### src/rtl/sysid_check_pkg.sv
// Shared types and constants for the system-ID check master.
//   state_t           : check sequencer states
//   SYSID_ADDR_*      : word addresses inside the system-ID slave
//   SYSID_DEFAULT_*   : default expected ID / build timestamp
package sysid_check_pkg;

    typedef enum logic [2:0] {
        IDLE   = 3'd0,
        REQ_ID = 3'd1,
        LAT_ID = 3'd2,
        REQ_TS = 3'd3,
        LAT_TS = 3'd4,
        FINISH = 3'd5
    } state_t;

    localparam logic        SYSID_ADDR_ID    = 1'b0;
    localparam logic        SYSID_ADDR_TS    = 1'b1;

    localparam logic [31:0] SYSID_DEFAULT_ID = 32'd0;
    localparam logic [31:0] SYSID_DEFAULT_TS = 32'd1561603805;

    // Width of the shared latency / stall timer (TIMEOUT max is 65535).
    localparam int unsigned TMR_W            = 16;

endpackage

### src/rtl/sysid_check_timer.sv
// Loadable down-counter used for read latency, stall timeout and the
// optional re-check period.
//   clock, reset_n : clock, async active-low reset (count returns to INIT)
//   load, value    : load value into the counter (has priority over dec)
//   dec            : decrement by one, saturating at zero
//   count          : current count
module sysid_check_timer #(
    parameter int unsigned    W    = 16,
    parameter logic [W-1:0]   INIT = '0
) (
    input  logic         clock,
    input  logic         reset_n,
    input  logic         load,
    input  logic         dec,
    input  logic [W-1:0] value,
    output logic [W-1:0] count
);

    always_ff @(posedge clock or negedge reset_n) begin
        if (!reset_n) begin
            count <= INIT;
        end else if (load) begin
            count <= value;
        end else if (dec && (count != '0)) begin
            count <= count - W'(1);
        end
    end

endmodule

### src/rtl/sysid_check_master.sv
// Avalon-MM read master that reads the system-ID slave (word 0 = ID,
// word 1 = build timestamp) and compares both against expected values.
// Optional macro SYSID_CHECK_PERIODIC_EN adds periodic re-checks and the
// mismatch_sticky output.
//   clock, reset_n   : clock, async active-low reset
//   start            : one-cycle check request (ignored while busy)
//   avm_address/read : read master request to the sysid slave
//   avm_readdata     : slave read data
//   avm_waitrequest  : slave stall
//   busy, done       : check in progress / one-cycle completion pulse
//   id_ok, ts_ok     : captured values matched expected values
//   timeout_err      : a read stalled for TIMEOUT cycles
//   id_value/ts_value: last captured words
//   mismatch_sticky  : (optional) any failing check since reset
module sysid_check_master
    import sysid_check_pkg::*;
#(
    parameter logic [31:0] EXPECTED_ID  = SYSID_DEFAULT_ID,
    parameter logic [31:0] EXPECTED_TS  = SYSID_DEFAULT_TS,
    parameter int unsigned READ_LATENCY = 0,
    parameter int unsigned TIMEOUT      = 255,
    parameter int unsigned AUTO_START   = 1,
    parameter int unsigned PERIOD       = 1000000
) (
    input  logic        clock,
    input  logic        reset_n,
    input  logic        start,
    output logic        avm_address,
    output logic        avm_read,
    input  logic [31:0] avm_readdata,
    input  logic        avm_waitrequest,
    output logic        busy,
    output logic        done,
    output logic        id_ok,
    output logic        ts_ok,
    output logic        timeout_err,
    output logic [31:0] id_value,
    output logic [31:0] ts_value
`ifdef SYSID_CHECK_PERIODIC_EN
    ,
    output logic        mismatch_sticky
`endif
);

    localparam logic [TMR_W-1:0] TMO_LOAD = TMR_W'(TIMEOUT);
    localparam logic [TMR_W-1:0] LAT_LOAD = TMR_W'(READ_LATENCY);

    state_t             state_q, state_d;
    logic               first_q;
    logic               id_got_q, ts_got_q, id_got_d, ts_got_d;
    logic [31:0]        id_value_d, ts_value_d;
    logic               id_ok_d, ts_ok_d, tmo_d;
    logic               read_done_c, kick_c, period_start_c;
    logic               tmr_load, tmr_dec;
    logic [TMR_W-1:0]   tmr_value, tmr_count;

    // Stall timer while requesting, latency timer while waiting for data.
    sysid_check_timer #(.W(TMR_W), .INIT('0)) u_timer (
        .clock   (clock),
        .reset_n (reset_n),
        .load    (tmr_load),
        .dec     (tmr_dec),
        .value   (tmr_value),
        .count   (tmr_count)
    );

    // High only on the first clock after reset release.
    always_ff @(posedge clock or negedge reset_n) begin
        if (!reset_n) first_q <= 1'b1;
        else          first_q <= 1'b0;
    end

    assign kick_c = start | ((AUTO_START != 0) & first_q) | period_start_c;

    always_ff @(posedge clock or negedge reset_n) begin
        if (!reset_n) state_q <= IDLE;
        else          state_q <= state_d;
    end

    // Next state, captured data and flag updates.
    always_comb begin
        state_d     = state_q;
        id_value_d  = id_value;
        ts_value_d  = ts_value;
        id_ok_d     = id_ok;
        ts_ok_d     = ts_ok;
        tmo_d       = timeout_err;
        id_got_d    = id_got_q;
        ts_got_d    = ts_got_q;
        read_done_c = 1'b0;
        tmr_load    = 1'b0;
        tmr_dec     = 1'b0;
        tmr_value   = TMO_LOAD;

        case (state_q)
            IDLE: begin
                if (kick_c) begin
                    state_d  = REQ_ID;
                    id_ok_d  = 1'b0;
                    ts_ok_d  = 1'b0;
                    tmo_d    = 1'b0;
                    id_got_d = 1'b0;
                    ts_got_d = 1'b0;
                    tmr_load = 1'b1;
                end
            end
            REQ_ID, REQ_TS: begin
                if (!avm_waitrequest) begin
                    if (READ_LATENCY == 0) begin
                        read_done_c = 1'b1;
                    end else begin
                        state_d   = (state_q == REQ_ID) ? LAT_ID : LAT_TS;
                        tmr_load  = 1'b1;
                        tmr_value = LAT_LOAD;
                    end
                end else if (tmr_count <= TMR_W'(1)) begin
                    // Stall budget exhausted: skip any remaining read.
                    tmo_d   = 1'b1;
                    state_d = FINISH;
                end else begin
                    tmr_dec = 1'b1;
                end
            end
            LAT_ID, LAT_TS: begin
                if (tmr_count <= TMR_W'(1)) read_done_c = 1'b1;
                else                        tmr_dec     = 1'b1;
            end
            FINISH:  state_d = IDLE;
            default: state_d = IDLE;
        endcase

        if (read_done_c) begin
            if ((state_q == REQ_TS) || (state_q == LAT_TS)) begin
                ts_value_d = avm_readdata;
                ts_got_d   = 1'b1;
                state_d    = FINISH;
            end else begin
                id_value_d = avm_readdata;
                id_got_d   = 1'b1;
                state_d    = REQ_TS;
                tmr_load   = 1'b1;
                tmr_value  = TMO_LOAD;
            end
        end

        // Flags judged from the values as they will stand during FINISH.
        if (state_d == FINISH) begin
            id_ok_d = id_got_d && (id_value_d == EXPECTED_ID);
            ts_ok_d = ts_got_d && (ts_value_d == EXPECTED_TS);
        end
    end

    // Registered outputs.
    always_ff @(posedge clock or negedge reset_n) begin
        if (!reset_n) begin
            avm_read    <= 1'b0;
            avm_address <= SYSID_ADDR_ID;
            busy        <= 1'b0;
            done        <= 1'b0;
            id_ok       <= 1'b0;
            ts_ok       <= 1'b0;
            timeout_err <= 1'b0;
            id_value    <= '0;
            ts_value    <= '0;
            id_got_q    <= 1'b0;
            ts_got_q    <= 1'b0;
        end else begin
            avm_read    <= (state_d == REQ_ID) || (state_d == REQ_TS);
            avm_address <= ((state_d == REQ_TS) || (state_d == LAT_TS)) ? SYSID_ADDR_TS
                                                                          : SYSID_ADDR_ID;
            busy        <= (state_d != IDLE);
            done        <= (state_d == FINISH);
            id_ok       <= id_ok_d;
            ts_ok       <= ts_ok_d;
            timeout_err <= tmo_d;
            id_value    <= id_value_d;
            ts_value    <= ts_value_d;
            id_got_q    <= id_got_d;
            ts_got_q    <= ts_got_d;
        end
    end

`ifdef SYSID_CHECK_PERIODIC_EN
    localparam int unsigned      PERIOD_W    = 32;
    localparam logic [PERIOD_W-1:0] PER_LOAD = PERIOD_W'(PERIOD - 1);

    logic                per_load, per_dec;
    logic [PERIOD_W-1:0] per_count;

    // Remaining idle cycles before the next automatic check.
    sysid_check_timer #(.W(PERIOD_W), .INIT(PER_LOAD)) u_period (
        .clock   (clock),
        .reset_n (reset_n),
        .load    (per_load),
        .dec     (per_dec),
        .value   (PER_LOAD),
        .count   (per_count)
    );

    always_comb begin
        per_load       = 1'b0;
        per_dec        = 1'b0;
        period_start_c = 1'b0;
        if (start) begin
            per_load = 1'b1;
        end else if (state_q == IDLE) begin
            if (per_count == '0) begin
                period_start_c = 1'b1;
                per_load       = 1'b1;
            end else begin
                per_dec = 1'b1;
            end
        end
    end

    always_ff @(posedge clock or negedge reset_n) begin
        if (!reset_n) begin
            mismatch_sticky <= 1'b0;
        end else if ((state_d == FINISH) && (!id_ok_d || !ts_ok_d || tmo_d)) begin
            mismatch_sticky <= 1'b1;
        end
    end
`else
    // No periodic re-check in this build; PERIOD is referenced only here.
    assign period_start_c = 1'b0 & (PERIOD == 0);
`endif

endmodule
### config.mk
export PLATFORM = sky130hd
export DESIGN_NAME = sysid_check_master
export DESIGN_NICKNAME = d
export VERILOG_FILES = /design/src/rtl/sysid_check_pkg.sv /design/src/rtl/sysid_check_timer.sv /design/src/rtl/sysid_check_master.sv
export SDC_FILE = /design/constraint.sdc
export NUM_CORES = 1
export LEC_CHECK = 0
export BUFFER_PORTS_ARGS = -buffer_cell sky130_fd_sc_hd__buf_2
export CAP_MARGIN = 15
export CORE_AREA = 2 2 113 115
export CTS_BUF_LIST = sky130_fd_sc_hd__clkbuf_16
export DETAILED_ROUTE_END_ITERATION = 10
export DIE_AREA = 0 0 115 117
export GPL_TIMING_DRIVEN = 0
export MAX_ROUTING_LAYER = met4
export PLACE_DENSITY = 0.63
export SETUP_SLACK_MARGIN = 0.1
export SYNTH_ARGS = -nofsm -noshare
export SYNTH_HDL_FRONTEND = slang
export SYNTH_SLANG_ARGS = --single-unit
export TNS_END_PERCENT = 30
### constraint.sdc
create_clock -name clock -period 4.55 [get_ports clock]
set_input_delay 0.91 -clock clock [delete_from_list [all_inputs] [get_ports clock]]
set_output_delay 0.91 -clock clock [all_outputs]
set_load 0.05 [all_outputs]
### Yosys cells after proc, flatten, opt, wreduce, memory -nomap -nowiden

Index checks and enable logic that the tools add are counted.

| storage, ports and cells | value |
|---|---|
| logic and storage cells | 85 |
| output and inout port bits | 71 |
| register bits | 93 |

| cells by class | value |
|---|---|
| equal/unequal tests | 12 |
| multiplexer cells | 38 |
| bitwise operators | 1 |
| add/subtract/negate cells | 1 |
| reductions and logical operators | 18 |
| magnitude comparators | 1 |

Operators by type and width:

| cell | count |
|---|---|
| $mux 32 | 4 |
| $eq 32x31->1 const B | 1 |
| $logic_not 32->1 | 1 |
| $mux 16 | 2 |
| $mux 1 | 23 |
| $le 16x1->1 const B | 1 |
| $reduce_bool 16->1 | 1 |
| $sub 16x1->16 const B | 1 |
| $mux 3 | 5 |
| $eq 3x2->1 const B | 3 |
| $eq 3x3->1 const B | 3 |
| $pmux 3 s3 | 1 |
| $reduce_bool 2->1 | 4 |
| $eq 3x1->1 const B | 2 |
| $ne 2x2->1 const B | 3 |
| $pmux 1 s2 | 3 |
| $reduce_and 4->1 | 1 |
| $reduce_or 2->1 | 2 |
| $logic_and 1x1->1 | 3 |
| $logic_not 3->1 | 1 |
| $logic_or 1x1->1 | 3 |
| $reduce_bool 3->1 | 1 |
| $reduce_and 2->1 | 1 |
| $or 1x1->1 | 1 |

### Logic depth before layout (Yosys ltp)

| depth | value |
|---|---|
| depth after elaboration | 8 |
| depth in mapped cells | 10 |
| depth with buffers taken out | 8 |

### Hierarchy

A second synthesis with hierarchy kept.

| unflattened totals | value |
|---|---|
| cells, all modules | 357 |
| area, all modules | 4413.0 um^2 |

By module, submodules not included:

| module | instances | cells an instance | area an instance (um^2) |
|---|---|---|---|
| sysid_check_master | 1 | 237 | 3395.8 |
| sysid_check_timer | 1 | 120 | 1017.2 |

### Worst setup path after synthesis

Ideal clock, no wire load.

| path | value |
|---|---|
| kind | input port to flip-flop |
| start point | in avm_waitrequest |
| end point | reg u_timer.count[6] |
| slack | 2361 ps |
| buffers on the path | 0 |
| stages on the path | 6 |
| arrival time | 2120 ps |
| data required time | 4481 ps |
| path through | nand3b_1 -> o21a_1 -> a31oi_2 -> nand2_1 -> or4_1 -> nand3_1 |

| between the ends | value |
|---|---|
| cells in the longest elaborated chain, start to end | 4 |
| elaborated cells on any way between the ends | 8 |
| those cells by class | 6 x mux; 2 x reduce/logical |

RTL lines:

| item | line | RTL |
|---|---|---|
| start, declared | sysid_check_master.sv:31 | `input logic avm_waitrequest,` |
| $mux 1 | sysid_check_master.sv:108 | `if (!avm_waitrequest) begin` |
| $pmux 1 s2 | sysid_check_master.sv:95 | `case (state_q)` |
| $mux 1 / $logic_and 1x1->1 (equally long branches) | sysid_check_master.sv:132, sysid_check_timer.sv:24 |  |
| $mux 16 / $reduce_bool 2->1 (equally long branches) | n/a |  |
| end signal, assigned | sysid_check_timer.sv:23 | `count <= value;` |
| end signal, assigned | sysid_check_timer.sv:25 | `count <= count - W'(1);` |
| end, declared | sysid_check_timer.sv:16 | `output logic [W-1:0] count` |

Several ways; a longest one is shown, not always the timed one.
A chain may end at the register's enable or synchronous reset.

### Final worst setup path

| path | value |
|---|---|
| start point | reg u_timer.count[0] |
| end point | reg id_value[17] |

| between the ends | value |
|---|---|
| cells in the longest elaborated chain, start to end | 4 |

RTL lines:

| item | line | RTL |
|---|---|---|
| $le 16x1->1 | sysid_check_master.sv:125 | `if (tmr_count <= TMR_W'(1)) read_done_c = 1'b1;` |
| $mux 1 | sysid_check_master.sv:125 |  |
| $pmux 1 s2 | sysid_check_master.sv:95 |  |
| $mux 32 | sysid_check_master.sv:132 | `if (read_done_c) begin` |
| net id_value_d[17] | sysid_check_master.sv:51 | `logic [31:0] id_value_d, ts_value_d;` |
| end signal, assigned | sysid_check_master.sv:176 | `id_value <= id_value_d;` |
| end, declared | sysid_check_master.sv:37 | `output logic [31:0] id_value,` |

The timed path passes the listed nets, and every way through them passes these cells.

==> results_tabular.tex <==
\begin{tabular}{lr}
\hline
Metric & Value \\
\hline
\multicolumn{2}{l}{\textbf{Outcome}} \\
\quad Outcome & completed \\
\multicolumn{2}{l}{\textbf{Timing}} \\
\quad RSZ-0062 raised after global routing & false \\
\quad Minimum period implied by the final worst setup slack & 2.52 ns \\
\quad Setup clock skew after layout & $\sim$0.0061 ns \\
\quad Final clock period utilization by the worst path & 55.4\% \\
\quad Sum of negative setup slack & 0 ns \\
\quad Number of hold violations in the final report & 0 \\
\quad \# setup viols final & 0 \\
\quad Achievable Freq & 397 MHz \\
\quad Number of pins exceeding their max-slew limit in the final report & 0 \\
\quad Final Worst Setup Slack & approximately 2.0 ns \\
\quad Transition time of the tightest slew-check pin & approximately 0.81 ns \\
\quad Slew Limit Headroom & $\sim$46\% \\
\multicolumn{2}{l}{\textbf{Critical path}} \\
\quad Critical Path Start & u\_timer.count[0] \\
\quad Most used cell, CP & sky130\_fd\_sc\_hd\_\_nor2\_1 \\
\quad Largest fanout on the critical path & 10 \\
\quad Number of cells on the worst reg-to-reg path & 8 \\
\quad Max incr delay on CP & roughly 0.43 ns \\
\quad Sort of element at the end of the critical path & register \\
\quad Cells along the critical path & inv\_1, ha\_1, nor2\_1, nor2\_1, nand4\_4, a21oi\_4, buf\_6, mux2\_2 \\
\quad Destination of the worst register-to-register timing path & id\_value[17] \\
\quad Crit path DAT & 2.73 ns \\
\quad Worst flop-to-flop path startpoint & u\_timer.count[0] \\
\quad Startpoint Class & register \\
\quad Worst EP required & 4.76 ns \\
\quad Critical Path End & id\_value[17] \\
\quad Reg2reg setup slack & $\sim$2 ns \\
\quad Critical path class & register to register \\
\quad Slowest-stage cell, CP & sky130\_fd\_sc\_hd\_\_dfrtp\_1 \\
\multicolumn{2}{l}{\textbf{Floorplanning}} \\
\quad Area of the die & between 10000 and 15000 um2 \\
\quad Row count & 41 \\
\quad Starting Density & 33.8\% \\
\quad Die outline height & approximately 120 um \\
\quad Core region area & between 10000 and 15000 um2 \\
\quad Die Width & 115 um \\
\quad I/O pin count & around 110 \\
\multicolumn{2}{l}{\textbf{Drt}} \\
\quad Detailed-route via count & roughly 3100 \\
\quad Mean number of vias per cell & between 5 and 6 \\
\quad Detailed router's first-iteration violation count & around 160 \\
\quad Number of remaining DRC errors & 0 \\
\quad Detailed-router iteration count before antenna repair & 4 \\
\quad Total wirelength of the detailed-routed design & between 10000 and 15000 um \\
\quad Final ANT Viol Nets & 0 \\
\quad Routed len/inst & 17.6 um \\
\multicolumn{2}{l}{\textbf{Yosys}} \\
\quad Parity-gate share of the synthesized area counting xor and xnor cells & under 10\% \\
\quad Prevailing post-synth register cell & sky130\_fd\_sc\_hd\_\_dfrtp\_1 \\
\quad Syn avg cell area & roughly 13 um2 \\
\quad Share of synthesized registers carrying an async set or reset & 100\% \\
\quad Post-Synth Simple-Gate Area & around 16\% \\
\quad Most area-consuming cells after synthesis & sky130\_fd\_sc\_hd\_\_dfrtp\_1 55\%, sky130\_fd\_sc\_hd\_\_mux2\_2 17\%, sky130\_fd\_sc\_hd\_\_nor4\_1 2.6\% \\
\quad Post-synthesis adder-cell area fraction & less than 1\% \\
\quad Post-Synthesis Net Count & approximately 370 \\
\quad Yosys warning total & 0 \\
\quad Flip-flop and latch count after synthesis & 93 \\
\quad Share of synthesized area occupied by flip-flops and latches & a little under three fifths \\
\quad Number of enable flip-flop cells after synthesis & 0 \\
\quad Yosys cell types & 50 \\
\quad Post-Synthesis Cell Area & about 4200 um2 \\
\quad Cell accounting for the most synthesized area & sky130\_fd\_sc\_hd\_\_dfrtp\_1 \\
\quad Complex-gate fraction of the synthesized area & about 4.4\% \\
\quad Fraction of synthesized cell area taken by the top area cell type & 55.3\% \\
\quad Mapped Cells & between 300 and 400 \\
\quad Combinational family with the most area after synthesis & multiplexers \\
\quad Portion of netlist area occupied by mux cells & between 10\% and 20\% \\
\multicolumn{2}{l}{\textbf{Clock tree}} \\
\quad Clock Pin Slew Worst Setup and Hold Paths & about 0.060 ns \\
\quad CTS-repair resized insts & 0 \\
\quad Clock latency reported for the late side of the worst-skew pair & approximately 0.33 ns \\
\quad Inserted Clock Buffers & 9 \\
\quad TritonCTS clock tree & yes \\
\quad Postcts setup bufs & 0 \\
\quad Clock Path Buffers & 2 \\
\quad Number of sinks on the clock net & 93 \\
\quad H-tree levels & 3 \\
\quad Root buf cell & sky130\_fd\_sc\_hd\_\_clkbuf\_16 \\
\quad Post-cts hold buffer count & 0 \\
\multicolumn{2}{l}{\textbf{Global route}} \\
\quad Number of global-route vias before repair & around 3200 \\
\quad Global-route wire length before repair & 17000 um \\
\quad Largest net degree at the start of global routing & 72 \\
\quad Total global-route track usage & $\sim$17\% \\
\quad Gr ovfl total & 0 \\
\quad Initial antenna violation count & 0 \\
\multicolumn{2}{l}{\textbf{Power}} \\
\quad Power density cells & 859 nW/um2 \\
\quad Final Power & 4.43 mW \\
\quad Lkg Pwr & 2.25 nW \\
\quad Highest ir drop seen on vdd & about 0.00054 V \\
\multicolumn{2}{l}{\textbf{Flow run}} \\
\quad MaxCap Viol Count & 0 \\
\multicolumn{2}{l}{\textbf{Placement}} \\
\quad Last weighted congestion value of the routability-driven placer & 0.831 \\
\quad Placed standard-cell area & 4910 um2 \\
\quad Port Buf Inserts & $\sim$110 \\
\quad HPWL after detailed placement & 7960 um \\
\quad Worst slack at placement & around 1.6 ns \\
\multicolumn{2}{l}{\textbf{Finish}} \\
\quad Leading cell type in the layout, fill and taps excluded & sky130\_fd\_sc\_hd\_\_buf\_2 \\
\quad P\&R area growth vs syn & 24.1\% \\
\quad Post-route cell area & between 5000 and 6000 um2 \\
\quad Total Nets Final & 485 \\
\quad Filler instances & between 1000 and 1500 \\
\quad Leading cell types in the layout, fill and taps excluded & 109 x sky130\_fd\_sc\_hd\_\_buf\_2, 92 x sky130\_fd\_sc\_hd\_\_dfrtp\_1, 62 x sky130\_fd\_sc\_hd\_\_mux2\_2, 22 x sky130\_fd\_sc\_hd\_\_nand2\_1, 20 x sky130\_fd\_sc\_hd\_\_nor2\_1 \\
\quad Share of post-route cells with drive strength above 1 & 44.5\% \\
\quad Ant diodes & 0 \\
\multicolumn{2}{l}{\textbf{Min path}} \\
\quad Hold crit path type & input port to asynchronous set/reset pin \\
\hline
\end{tabular}
-- layer usage --
metal	share of wire (%)	wire length, um	vias to the layer above	track usage [%]
met3	5.0	531	7	3.60
met2	47	5020	93	25.5
met1	47	4940	1593	22.7
li1	-	-	1438	-
met4	1.1	119	0	4.10
met5	0	0	-	-
-- per-stage QoR --
stage | utilization, % | hold WS, ns | cells
6_report | 41.9 | 0.476 | 602
5_1_grt | 41.9 | 0.490 | 602
4_1_cts | 41.9 | 0.480 | 602
3_5_place_dp | 39.9 | 0.469 | 586
3_3_place_gp | 39.6 | 0.455 | 585
2_1_floorplan | - | 0.440 | 329
-- flip-flops by register name, indices dropped and copies added, names as in the netlist --
signal         count
timeout_err        1
u_timer.count     16
ts_got_q           1
ts_value          32
busy               1
avm_read           1
first_q            1
id_value          32
done               1
avm_address        1
id_ok              1
state_q            3
id_got_q           1
ts_ok              1
-- cells by family (layout without fill, tap and decap cells) --
group,after synthesis,count (layout)
flops,93,93
fa+ha+maj,2,2
other cells,1,1
compound gates,24,24
xor+xnor,13,13
buf+inv,14,137
mux,66,66
simple gates,116,116
-- worst min-delay path by stage --
stage | from | endpoint | slack (ns) | cells past startpoint
6_report | reset_n | u_timer.count[2] | 0.48 | 1
4_1_cts | reset_n | u_timer.count[2] | 0.48 | 1
3_3_place_gp | id_got_q | id_got_q | 0.45 | 2
2_1_floorplan | id_got_q | id_got_q | 0.44 | 2
5_1_grt | reset_n | u_timer.count[2] | 0.49 | 1
3_5_place_dp | id_got_q | id_got_q | 0.47 | 2
-- synthesized netlist by cell type (all sizes together) (4+ instances only) --
| cell | instances |
|---|---|
| a21oi | 5 |
| buf | 10 |
| dfrtp | 92 |
| inv | 4 |
| mux2 | 65 |
| nand2 | 22 |
| nand3 | 9 |
| nand4 | 14 |
| nor2 | 20 |
| nor2b | 4 |
| nor3 | 7 |
| nor4 | 19 |
| o21ai | 5 |
| xor2 | 10 |
-- area by class of cell --
| cell class | instances | area, um2 | share of cell area [%] |
|---|---|---|---|
| Buffer | 10 | 76.3 | 1.48 |
| Inverter | 4 | 15.0 | 0.291 |
| Sequential cell | 93 | 2330 | 45.1 |
| Clock inverter | 7 | 27.5 | 0.533 |
| Multi-Input combinational cell | 222 | 1740 | 33.7 |
| Tap cell | 150 | 188 | 3.64 |
| Timing Repair Buffer | 107 | 561 | 10.9 |
| Clock buffer | 9 | 225 | 4.36 |
-- power breakdown --
| part | leakage (nW) | internal (mW) | switching (mW) | total [mW] |
|---|---|---|---|---|
| Sequential | 1.09 | 1.18 | 0.268 | 1.45 |
| Clock | 0.139 | 0.358 | 0.295 | 0.653 |
| Combinational | 1.02 | 0.674 | 1.66 | 2.33 |
-- critical path: cells and delay by family (launching register included) --
kind	cells	cell delay (ns)
fa+ha+maj	1	0.27
buf+inv	2	0.32
compound gates	1	0.38
flops	1	0.43
simple gates	3	0.65
mux	1	0.35
Note: power is estimated with default switching activity, not from simulation.
